### config.mk
export PLATFORM = sky130hd
export DESIGN_NAME = dmem_bridge
export DESIGN_NICKNAME = d
export VERILOG_FILES = /design/src/rtl/dmem_bridge.sv
export SDC_FILE = /design/constraint.sdc
export NUM_CORES = 1
export LEC_CHECK = 0
export CORE_ASPECT_RATIO = 1.1
export CORE_MARGIN = 2
export CORE_UTILIZATION = 48
export CTS_CLUSTER_DIAMETER = 40
export DETAILED_ROUTE_END_ITERATION = 10
export GPL_ROUTABILITY_DRIVEN = 0
export PLACE_DENSITY = 0.8
export SLEW_MARGIN = 5
export SYNTH_ARGS = -nofsm -noshare
export SYNTH_HDL_FRONTEND = slang
export SYNTH_SLANG_ARGS = --single-unit
### constraint.sdc
create_clock -name clk_i -period 3.5 [get_ports clk_i]
set_clock_uncertainty 0.15 [all_clocks]
set_input_delay 0.7 -clock clk_i [delete_from_list [all_inputs] [get_ports clk_i]]
set_output_delay 0.7 -clock clk_i [all_outputs]
set_load 0.05 [all_outputs]
### src/rtl/dmem_bridge.sv
// Data-memory bridge: queues core load/store requests in a small FIFO and replays them
// on a req/gnt/rvalid bus, returning read data to the core with a one-cycle valid pulse.
`timescale 1ns / 1ps
module dmem_bridge #(
    parameter int unsigned XLEN           = 32,
    parameter int unsigned FIFO_DEPTH     = 4,
    parameter int unsigned TIMEOUT_CYCLES = 255
) (
    input  logic            clk_i,
    input  logic            reset_i,
    input  logic [XLEN-1:0] mem_addr_i,
    input  logic            mem_read_en_i,
    input  logic            mem_write_en_i,
    input  logic [XLEN-1:0] mem_write_data_i,
    output logic [XLEN-1:0] mem_read_data_o,
    output logic            mem_read_valid_o,
    output logic            stall_o,
    output logic            overflow_o,
    output logic            timeout_o,
    output logic            bus_req_o,
    output logic            bus_we_o,
    output logic [XLEN-1:0] bus_addr_o,
    output logic [XLEN-1:0] bus_wdata_o,
    input  logic            bus_gnt_i,
    input  logic            bus_rvalid_i,
    input  logic [XLEN-1:0] bus_rdata_i
);

    localparam int unsigned PtrW = $clog2(FIFO_DEPTH);
    localparam int unsigned CntW = PtrW + 1;
    localparam logic [CntW-1:0] DepthC = CntW'(FIFO_DEPTH);
    localparam logic [CntW-1:0] StallC = CntW'(FIFO_DEPTH - 1);
    localparam logic [CntW-1:0] OneC   = CntW'(1);
    localparam logic [15:0]     TmoLast = 16'(TIMEOUT_CYCLES - 1);

    typedef enum logic [1:0] {
        StIdle,
        StReq,
        StWaitR
    } state_e;

    // Request queue storage
    logic            fifo_we_q    [FIFO_DEPTH];
    logic [XLEN-1:0] fifo_addr_q  [FIFO_DEPTH];
    logic [XLEN-1:0] fifo_wdata_q [FIFO_DEPTH];

    logic [PtrW-1:0] wr_ptr_q, wr_ptr_d;
    logic [PtrW-1:0] rd_ptr_q, rd_ptr_d;
    logic [CntW-1:0] count_q, count_d;

    state_e          state_q, state_d;
    logic [15:0]     tmo_cnt_q, tmo_cnt_d;
    logic [XLEN-1:0] rdata_q, rdata_d;
    logic            rvalid_q, rvalid_d;
    logic            overflow_q, overflow_d;
    logic            timeout_q, timeout_d;

    logic            push_req;
    logic            push_ok;
    logic            pop;
    logic            head_we;
    logic [XLEN-1:0] head_addr;
    logic [XLEN-1:0] head_wdata;

    assign push_req   = mem_read_en_i | mem_write_en_i;
    // A pop on the same edge frees a slot, so a full queue can still accept.
    assign push_ok    = push_req & ((count_q < DepthC) | pop);
    assign head_we    = fifo_we_q[rd_ptr_q];
    assign head_addr  = fifo_addr_q[rd_ptr_q];
    assign head_wdata = fifo_wdata_q[rd_ptr_q];

    always_ff @(posedge clk_i) begin
        if (push_ok) begin
            fifo_we_q[wr_ptr_q]    <= mem_write_en_i;
            fifo_addr_q[wr_ptr_q]  <= mem_addr_i;
            fifo_wdata_q[wr_ptr_q] <= mem_write_data_i;
        end
    end

    always_comb begin
        wr_ptr_d = wr_ptr_q;
        rd_ptr_d = rd_ptr_q;
        count_d  = count_q;
        if (push_ok) begin
            wr_ptr_d = wr_ptr_q + PtrW'(1);
        end
        if (pop) begin
            rd_ptr_d = rd_ptr_q + PtrW'(1);
        end
        unique case ({push_ok, pop})
            2'b10:   count_d = count_q + OneC;
            2'b01:   count_d = count_q - OneC;
            default: count_d = count_q;
        endcase
        overflow_d = overflow_q | (push_req & ~push_ok);
    end

    always_comb begin
        state_d     = state_q;
        tmo_cnt_d   = tmo_cnt_q;
        rdata_d     = rdata_q;
        rvalid_d    = 1'b0;
        timeout_d   = timeout_q;
        pop         = 1'b0;
        bus_req_o   = 1'b0;
        bus_we_o    = 1'b0;
        bus_addr_o  = '0;
        bus_wdata_o = '0;
        case (state_q)
            StIdle: begin
                if (count_q != '0) begin
                    state_d = StReq;
                end
            end
            StReq: begin
                bus_req_o   = 1'b1;
                bus_we_o    = head_we;
                bus_addr_o  = head_addr;
                bus_wdata_o = head_wdata;
                if (bus_gnt_i) begin
                    pop = 1'b1;
                    if (head_we) begin
                        state_d = (count_q > OneC) ? StReq : StIdle;
                    end else begin
                        state_d   = StWaitR;
                        tmo_cnt_d = '0;
                    end
                end
            end
            StWaitR: begin
                if (bus_rvalid_i) begin
                    rdata_d  = bus_rdata_i;
                    rvalid_d = 1'b1;
                    state_d  = StIdle;
                end else if (tmo_cnt_q == TmoLast) begin
                    // Abort: hand the core an all-ones word so it is never left waiting.
                    timeout_d = 1'b1;
                    rdata_d   = '1;
                    rvalid_d  = 1'b1;
                    state_d   = StIdle;
                end else begin
                    tmo_cnt_d = tmo_cnt_q + 16'd1;
                end
            end
            default: state_d = StIdle;
        endcase
    end

    always_ff @(posedge clk_i or posedge reset_i) begin
        if (reset_i) begin
            wr_ptr_q   <= '0;
            rd_ptr_q   <= '0;
            count_q    <= '0;
            state_q    <= StIdle;
            tmo_cnt_q  <= '0;
            rdata_q    <= '0;
            rvalid_q   <= 1'b0;
            overflow_q <= 1'b0;
            timeout_q  <= 1'b0;
        end else begin
            wr_ptr_q   <= wr_ptr_d;
            rd_ptr_q   <= rd_ptr_d;
            count_q    <= count_d;
            state_q    <= state_d;
            tmo_cnt_q  <= tmo_cnt_d;
            rdata_q    <= rdata_d;
            rvalid_q   <= rvalid_d;
            overflow_q <= overflow_d;
            timeout_q  <= timeout_d;
        end
    end

    assign mem_read_data_o  = rdata_q;
    assign mem_read_valid_o = rvalid_q;
    assign stall_o          = (count_q >= StallC);
    assign overflow_o       = overflow_q;
    assign timeout_o        = timeout_q;

endmodule

Yosys cells after proc, flatten, opt, wreduce, memory -nomap -nowiden
Memories as Yosys holds them, arrays and structs flattened.
Cells that the tools add are included.

storage, ports and cells
  memories = 3
  bits in writable memories = 260
  register bits after elaboration = 60
  word-level logic and storage cells = 73

memory list
  memory        depth  bits a word  rd ports  clocked after Yosys merged registers in  write ports  RTL line  source
  fifo_addr_q   4      32           1         0                                        1            44        logic [XLEN-1:0] fifo_addr_q [FIFO_DEPTH];
  fifo_wdata_q  4      32           1         0                                        1            45        logic [XLEN-1:0] fifo_wdata_q [FIFO_DEPTH];
  fifo_we_q     4      1            1         0                                        1            43        logic fifo_we_q [FIFO_DEPTH];

operators by class
  reduce and logical (&&, ||, !) cells = 9
  equality and inequality tests = 11
  muxes and demuxes = 26
  bitwise logic cells = 7
  magnitude comparators = 3
  add/subtract/negate cells = 5

operator list
  kind                                                                     count
  32-bit two-way mux                                                       4
  16-bit two-way mux                                                       4
  16-bit case mux with 2 select lines                                      1
  16-bit by 1-bit adder with 16-bit output (second input constant)         1
  16-bit by 8-bit equality test with 1-bit output (second input constant)  1
  1-bit two-way mux                                                        10
  2-bit two-way mux                                                        5
  2-bit != test (second input constant)                                    5
  2-bit case mux with 3 select lines                                       1
  3-bit case mux with 2 select lines                                       1
  3-bit AND reduction                                                      2
  2-bit nonzero test                                                       3
  5-bit AND reduction                                                      1
  2-bit by 1-bit adder with 2-bit output (second input constant)           2
  2-bit by 1-bit equality test with 1-bit output (second input constant)   2
  2-bit equality test (second input constant)                              2
  3-bit by 1-bit adder with 3-bit output (second input constant)           1
  3-bit by 2-bit >= comparator with 1-bit output (second input constant)   1
  3-bit by 1-bit > comparator with 1-bit output (second input constant)    1
  3-bit < comparator (second input constant)                               1
  3-bit != test (second input constant)                                    1
  1-bit OR                                                                 3
  3-bit nonzero test                                                       1
  3-bit by 1-bit subtractor with 3-bit output (second input constant)      1
  4 further kinds                                                          6

Logic depth before layout (Yosys ltp)
Gate-level depths: netlist of the first run.

  word-level depth = 7
  gate-level depth with buffers = 8

Least setup slack after synthesis of the first run
OpenSTA, ideal clock, no wires.

  path type = input to register
  start = in bus_gnt_i
  end = mem fifo_addr_q[2][0], enable pin
  arrival time = 2.794 ns
  library setup time = 0.430 ns
  cell stages on the path = 3
  buffers on the path = 0
  required time = 2.920 ns
  slack = 0.126 ns
  path through = nand2_1 a21oi_1 and2_1

between the ends
  longest elaborated chain between the ends = 6

RTL lines
  what                                     RTL line  source
  start, declared                          24        input logic bus_gnt_i,
  1-bit two-way mux                        120       if (bus_gnt_i) begin
  1-bit two-way mux                        109       case (state_q)
  1-bit OR                                 67        assign push_ok = push_req & ((count_q < DepthC) | pop);
  1-bit bitwise AND                        67
  1-bit two-way mux                        73        if (push_ok) begin
  1-bit two-way mux (implied by the code)  75        fifo_addr_q[wr_ptr_q] <= mem_addr_i;
  end, declared                            44

No other way between the ends.

Worst setup path in the final report of the first run
  start = reg rd_ptr_q[0]
  end = out bus_wdata_o[13]

between the ends
  longest elaborated chain between the ends = 2

RTL lines
  what                    RTL line  source
  start, declared         48        logic [PtrW-1:0] rd_ptr_q, rd_ptr_d;
  start signal, assigned  162       rd_ptr_q <= rd_ptr_d;
  memory 4 x 32 bit       -
  32-bit two-way mux      109
  end, declared           23        output logic [XLEN-1:0] bus_wdata_o,

No other way between the ends.

==> flow_metrics.tcl, run 1 <==
set metrics [dict create \
    drt_iter0_drc 519 \
    arrival_ns 2.50 \
    most-common-layout-cells "edfxtp_1 (260), clkdlybuf4s50_1 (148), and2_1 (66), mux4_2 (65), buf_4 (59)" \
    cp-start-kind "flip-flop" \
    final_max_slew_viol_count 0 \
    ys.flop_type "edfxtp_1" \
    cts_buffers 36 \
    layout-drive-gt1-share_pct 22.84 \
    finalHoldViolCount 0 \
    ir_drop_uv 734.3 \
    switching_power_mw 6.330 \
    dpl.cell_count 1192 \
    hp-class "flip-flop to flip-flop" \
    grt_pass1_vias 7033 \
    clock.fmax_mhz 298.9 \
    synth_top_cell_by_area "edfxtp_1" \
    synth-seq-cells 320 \
    area_delta_synth_final_pct 29.97 \
    synth_cells 656 \
    num_vias 6895 \
    worst_pin_slew_ns 0.7988 \
    clk_latency_ns 0.50 \
    dp_hpwl_mm 16.05 \
    yosysTopAreaCellShare_pct 62.46 \
    synth-seq-area-share_pct 74.47 \
    final_cells 1262 \
    pwr_density_cell_nw_per_um2 1020 \
    crit_fanout 10 \
    seq_power_share_pct 34.3 \
    cts_root_buf "clkbuf_16" \
    cp.required_ns 2.65 \
    cts_max_path_buffers 3 \
    crit_slowest_cell "clkdlybuf4s50_1" \
    grt_pass1_wl_mm 38.86 \
    synth-edff-count 260 \
    die_w_um 157.9 \
    first_pass_iters 7 \
    p_comb_share_pct 43.5 \
    pwr-share-clk_pct 22.3 \
    hold_path_depth 1 \
    fin_area_um2 16250 \
    maxSlewHeadroom_pct 46.67 \
    syn_area_per_cell_um2 19.05 \
    avgRoutedWirePerCell_um 19.98 \
    final.period_utilization_pct 95.58 \
    ys_types 43 \
    cp_cell_sequence "buf_12 > mux4_2 > and2_1 > clkdlybuf4s50_1" \
    syn-cell-area_um2 12500 \
    min_period_ns 3.345 \
    crit_family "buffers and inverters" \
    rrSetupSlack_ns 0.66 \
    numPortBuffers 203 \
    antenna_found_initial 1 \
    drtAntennaViolNets 0 \
    max-cap-violations 0 \
    synth.net_count 770 \
    cp-end-kind "output port" \
    final_common_cell "edfxtp_1" \
    min_to "timeout_o" \
    grt_use_total_pct 18.45 \
    core_area_um2 25420 \
    tns_ns 0 \
    grt_max_degree 47 \
    cts_sinks 320 \
    async_reset_ff_share_pct 18.75 \
    die_h_um 173.2 \
    worstReg2RegStart "state_q[0]" \
    switching_share_pct 38.19 \
    path_clk_slew_ns 0.06 \
    cellLeakagePower_nw 5.757 \
    rsz0062_at_grt "no" \
    utilization_pct 63.92 \
    fin_hold_ws_ns 0.3312 \
    internal_power_mw 10.25 \
    vias_per_cell 5.464 \
    die-area_um2 27350 \
    crit_buf_inv 2 \
    crit_type "flip-flop to output port" \
    cts_tree "done" \
    wirelength_mm 25.22 \
    reg2reg_to "fifo_addr_q[3][27]" \
    drc 0 \
    cpPeakStageDelay_ns 0.70 \
    netlist_top_cells_area "edfxtp_1 (62%), dfrtp_1 (12%), mux4_2 (12%)" \
    start_util_pct 49.18 \
    reg2reg_depth 7 \
    grt.overflow.total 0 \
    rows 61 \
    setup_viol 0 \
    ios 204 \
    hold_start "timeout_o" \
    h-tree-depth 2 \
    dpl_cell_area_um2 14990 \
    status "complete, no violations" \
    synth_warnings 0 \
    nets 1001 \
]
power groups by stage:
stage                     clock [mW]  combinational, mW  sequential, mW
after floorplan                    0               4.26            6.30
after global placement             0               7.14            5.76
after detailed placement           0               7.17            5.81
after CTS                       3.76               7.20            5.75
after global routing            3.93               7.60            5.77
final                           3.69               7.20            5.68
synthesized netlist by cell type (all sizes together), types with 3 or more instances:
cell type and count:
edfxtp 260, and2 70, mux4 65, dfrtp 60, o22a 33, clkbuf 17, buf 15, nor2 15
inv 14, o21ai 14, nand2 13, ha 12, a21oi 11, nand3 9, a31oi 5, xnor2 5
and3 4, o31ai 4, and4 3, nand4 3, o22ai 3
metal layers:
| metal | part of all wire (%) | vias up | GRT usage [%] |
|---|---|---|---|
| li1 | - | 3087 | - |
| met1 | 42 | 3481 | 25.34 |
| met2 | 49 | 284 | 30.13 |
| met3 | 7.4 | 41 | 4.125 |
| met4 | 2.0 | 2 | 4.773 |
| met5 | 0.052 | - | 0 |
flip-flops by register name, indices dropped and copies added, names as in the netlist:
signal / flops
mem_read_valid_o: 1
overflow_o: 1
count_q: 3
wr_ptr_q: 2
rd_ptr_q: 2
fifo_addr_q: 128
mem_read_data_o: 32
tmo_cnt_q: 16
fifo_wdata_q: 128
state_q: 2
fifo_we_q: 4
timeout_o: 1
layout make-up:
type | instances | area, µm²
Antenna cell | 1 | 2.502
Clock buffer | 42 | 965.9
Clock inverter | 24 | 232.7
Fill cell | 1732 | 9170
Inverter | 14 | 52.55
Multi-Input combinational cell | 290 | 3009
Sequential cell | 320 | 9316
Tap cell | 346 | 432.9
Timing Repair Buffer | 225 | 2233
worst reg2reg max path, cell delays in order, from the launching register on:
cell	delay (ns)
dfrtp_1	0.42
nor2b_4	0.47
buf_4	0.25
nand2_1	0.17
a21oi_1	0.23
buf_4	0.19
and2_4	0.37
buf_12	0.27
how the worst max path moves through the flow:
stage	start	endpoint	slack [ns]	depth (start not counted)
floorplan	bus_gnt_i	fifo_addr_q[2][0]	0.13	3
finish	rd_ptr_q[0]	bus_wdata_o[13]	0.15	4
global placement	rd_ptr_q[0]	bus_wdata_o[2]	0.46	4
global route	rd_ptr_q[1]	bus_wdata_o[13]	0.08	3
CTS	rd_ptr_q[0]	bus_wdata_o[17]	0.005	3
detailed placement	rd_ptr_q[0]	bus_wdata_o[2]	0.48	4
metrics by stage:
step	setup WS [ns]	power [mW]
finish	0.1545	16.58
global route	0.08155	17.30
CTS	0.005215	16.72
detailed placement	0.4774	12.99
global placement	0.4554	12.90
floorplan	0.1264	10.56
logic make-up (layout without fill, tap and decap cells):
| group | after synthesis | after routing | share of synthesized area (%) |
|---|---|---|---|
| AOI/OAI and AO/OA | 77 | 77 | 4.455 |
| xor gates and xnor gates | 5 | 5 | 0.3503 |
| adders and majority gates | 12 | 12 | 1.201 |
| buffers and inverters | 46 | 305 | 1.592 |
| DFF | 320 | 320 | 74.47 |
| muxes | 65 | 65 | 11.71 |
| other | 0 | 1 | 0 |
| and+or+nand+nor | 131 | 131 | 6.216 |
what timing repair did:
item	4_1_cts	5_1_grt
resized for setup	5	0
setup buffers	0	3
setup endpoints to repair	25	12
hold buffers	0	0
Note: power is estimated with default switching activity, not from simulation.
==> inputs of run 2 (changes only) <==
Settings changed: SKIP_LAST_GASP from default to 1.
==> run 2 against run 1 <==
Compared with the run above:
- critical path depth decreased by 1
- combinational power hardly changed
- count of clock-buffer cells in the layout unchanged
- core utilization hardly changed
- register-to-register slack about the same
- total power about the same
- fmax fell by 0.43%
- flip-flop and latch count did not move
- first-iteration DRC count up 2.1%
- sequential power barely moved
- clock power about the same
- critical endpoint unchanged
- largest power group unchanged
- highest routed layer unchanged
==> flow_metrics.tcl, run 2 (same netlist as run 1, synthesis figures left out) <==
set metrics [dict create \
    arrival_ns 2.51 \
    h-tree-depth 2 \
    ios 204 \
    rows 61 \
    wirelength_mm 25.24 \
    cts_buffers 36 \
    core_area_um2 25420 \
    drtAntennaViolNets 0 \
    grt_use_total_pct 18.46 \
    grt_max_degree 47 \
    cp.required_ns 2.65 \
    status "complete, no violations" \
    vias_per_cell 5.454 \
    ctsHoldBuffers 0 \
    die_w_um 157.9 \
    cp-start-kind "flip-flop" \
    fillers 1731 \
    min_period_ns 3.360 \
    clock.fmax_mhz 297.6 \
    hold_path_depth 1 \
    rrSetupSlack_ns 0.66 \
    multi_input_area_um2 3009 \
    crit_type "flip-flop to output port" \
    final_max_slew_viol_count 0 \
    grt_pass1_vias 7034 \
    maxSlewHeadroom_pct 46.56 \
    layout-drive-gt1-share_pct 22.84 \
    avgRoutedWirePerCell_um 20.00 \
    drc 0 \
    pwr_density_cell_nw_per_um2 1020 \
    most-common-layout-cells "edfxtp_1 (260), clkdlybuf4s50_1 (149), and2_1 (66), mux4_2 (65), buf_4 (59)" \
    die-area_um2 27350 \
    cts_root_buf "clkbuf_16" \
    reg2reg_depth 7 \
    drt_iter0_drc 530 \
    layout.area.seq_um2 9316 \
    setup_viol 0 \
    antenna_found_initial 1 \
    path_clk_slew_ns 0.06 \
    final_common_cell "edfxtp_1" \
    start_util_pct 49.18 \
    die_h_um 173.2 \
    cts_max_path_buffers 3 \
    finalHoldViolCount 0 \
    nets 1001 \
    first_pass_iters 5 \
    cp-end-kind "output port" \
    final.period_utilization_pct 95.99 \
    crit_fanout 30 \
    cts_tree "done" \
    final_cells 1262 \
    dpl.cell_count 1192 \
    grt_pass1_wl_mm 38.87 \
    hp-class "flip-flop to flip-flop" \
    clk_latency_ns 0.50 \
    dp_hpwl_mm 16.05 \
    num_vias 6883 \
    area_delta_synth_final_pct 30.01 \
    worst_pin_slew_ns 0.8004 \
    post-place-ws_ns 0.4774 \
    numPortBuffers 203 \
    cellLeakagePower_nw 5.765 \
    grt.overflow.total 0 \
    cts_sinks 320 \
    rsz0062_at_grt "no" \
    setup_slack_ns 0.1402 \
    ir_drop_uv 734.0 \
    max-cap-violations 0 \
]
run 2: cell count changes in the layout (fill, tap and decap cells not counted), sizes merged:
cell / delta
dlymetal6s2s: +1
dlygate4sd2: -2
clkdlybuf4s50: +1
run 2: area by class of cell:
| cell class | instances | area share [%] |
|---|---|---|
| repair buffers | 225 | 13.77 |
| flip-flops and latches | 320 | 57.33 |
| inverters | 14 | 0.3234 |
| well taps | 346 | 2.664 |
| multi-input cells | 290 | 18.52 |
| clock buffers | 42 | 5.944 |
| clock inverters | 24 | 1.432 |
| diodes | 1 | 0.01540 |
run 2: worst max-delay path, cell delays in order, from the launching register on:
cell and delay (ns):
dfrtp_4 0.73, mux4_2 0.39, and2_1 0.18, clkdlybuf4s50_1 0.70
run 2: path summary, 6_finish.rpt:
kind / to / startpoint
worst max-delay path: bus_wdata_o[13] / rd_ptr_q[1]
worst min-delay path: timeout_o / timeout_o
worst max register to register: fifo_addr_q[3][27] / state_q[0]
worst min register to register: timeout_o / timeout_o
max in group asynchronous: mem_read_data_o[10] / reset_i
min in group asynchronous: mem_read_data_o[31] / reset_i
run 2: routing by layer:
metal	global-route usage (%)	up-vias	wire length, µm
met3	4.125	43	2023
met1	25.29	3469	10280
li1	-	3086	-
met2	30.22	283	12360
met4	4.773	2	561
met5	0	-	13
run 2: through the flow:
step	util (%)	hold slack (ns)	setup TNS (ns)	power (mW)	cell area (µm²)
2_1_floorplan	-	0.2968	0	10.56	12500
3_3_place_gp	58.99	0.3037	0	12.90	14990
3_5_place_dp	58.99	0.3182	0	12.99	14990
4_1_cts	63.72	0.3311	-0.004702	16.72	16190
5_1_grt	63.93	0.3663	0	17.31	16250
6_report	63.94	0.3311	0	16.58	16250
run 2: timing repair:
action                                  in CTS  in global routing
endpoints found under the setup margin      25                 48
gates resized for setup                      2                  2
buffers inserted                             0                  3
run 2: power breakdown:
| group | internal (mW) | total, mW | switching [mW] |
|---|---|---|---|
| logic | 2.75 | 7.21 | 4.46 |
| registers | 5.28 | 5.69 | 0.403 |
| clock network | 2.23 | 3.69 | 1.46 |
==> inputs of run 3 (changes only) <==
Settings changed: CAP_MARGIN from default to 15, GPL_ROUTABILITY_DRIVEN 0 to 1.
==> results of run 3 <==
Same layout as run 2: the final DEF is identical, and so are final timing and power.
==> edit (config.mk and constraints of run 3) <==
Encoding of `state_e`: now one-hot (3 bits for 3 states).
--- a/src/rtl/dmem_bridge.sv
+++ b/src/rtl/dmem_bridge.sv
@@ -33,10 +33,10 @@
     localparam logic [CntW-1:0] OneC   = CntW'(1);
     localparam logic [15:0]     TmoLast = 16'(TIMEOUT_CYCLES - 1);
 
-    typedef enum logic [1:0] {
-        StIdle,
-        StReq,
-        StWaitR
+    typedef enum logic [2:0] {
+        StIdle  = 3'b001,
+        StReq   = 3'b010,
+        StWaitR = 3'b100
     } state_e;
 
     // Request queue storage
Function: same outputs for any inputs over 4 cycles, from zero or initial values and one cycle with reset_i high; so few cycles prove little.
==> edit against run 3 <==
Die area grew 1.6%. Sequential cell count is 1 higher. Worst setup slack gained 0.0091 ns. Design area rose by 1.7%. Area after synthesis up 1.6%. Power decreased by 11%. Non-clock buffer count increased by 8. Routed wire length is 3.5% higher. Via count grew 3.0%. Critical endpoint is now bus_wdata_o[12].
==> edit: results (changes against run 3) <==
[run_status]
status = finished clean  ; unchanged

[worst_setup_path]
worst_r2r_path_depth = 6  ; was 7
crit_family = buffers and inverters  ; was flip-flops
reg2reg_slack_ns = 0.89  ; was 0.66 ns
r2r_end = tmo_cnt_q[1]  ; was fifo_addr_q[3][27]

[grt]
use_met2 = 0.313  ; was 0.302
grt_util_met1 = 0.258  ; was 0.253
grt_usage = 0.192  ; was 0.185

[cells_and_area]
stdcell_count = 1295  ; was 1262
multi_input_cells = 298  ; was 290
nNetsFinal = 1026  ; was 1001
nClkBuffers = 45  ; was 42
inverters = 19  ; was 14
seqCellArea_um2 = 9340  ; was 9320 um2
num-nonclk-buffers = 233  ; was 225
clockNetworkAreaShare = 0.0776  ; was 0.0738

[yosys]
synth_fp_nets = 787  ; was 770
synthCells = 673  ; was 656
ys_types = 50  ; was 43

[placed_design]
finalWeightedCongestion = 0.805  ; was 0.825

[power]
ir_drop_v = 0.000701  ; was 0.000734 V
power.leakage_nw = 5.94  ; was 5.77 nW

[floorplanning]
fp.coreArea_um2 = 26100  ; was 25400 um2

[drt]
wl_met1_um = 10800  ; was 10300 um
viasPerCell = 5.47  ; was 5.45
wl_met3_um = 2190  ; was 2020 um

[clocking]
numCtsBuffers = 39  ; was 36
clock_sinks = 321  ; was 320

[timing]
fin_hold_ws_ns = 0.334  ; was 0.331 ns
period_share = 0.957  ; was 0.960

[edit: changes by cell type after synthesis, sizes merged, moves of 5 or more]
cell / before / now
nand4: 3 / 9
a21oi: 11 / 5
a31oi: 5 / 16
nand3: 9 / 4
inv: 14 / 19
nor2: 15 / 9
o21ai: 14 / 9
[edit: kinds of logic (layout without fill, tap and decap cells)]
group | count (synthesis) | count (layout) | share of synthesized area
multiplexers | 66 | 66 | 0.116
XOR/XNOR | 6 | 6 | 0.00414
AO/OA/AOI/OAI | 84 | 84 | 0.0505
buffers and inverters | 54 | 323 | 0.0200
other | 0 | 1 | 0
AND/OR/NAND/NOR | 130 | 130 | 0.0624
adder cells (fa/ha/maj) | 12 | 12 | 0.0118
flip-flops | 321 | 321 | 0.735
[edit: power by group]
| part | switching, mW | leakage, nW | internal (mW) |
|---|---|---|---|
| registers | 0.369 | 3.17 | 5.24 |
| logic | 3.12 | 2.15 | 2.15 |
| clock network | 1.54 | 0.618 | 2.35 |
| total | 5.03 | 5.94 | 9.75 |
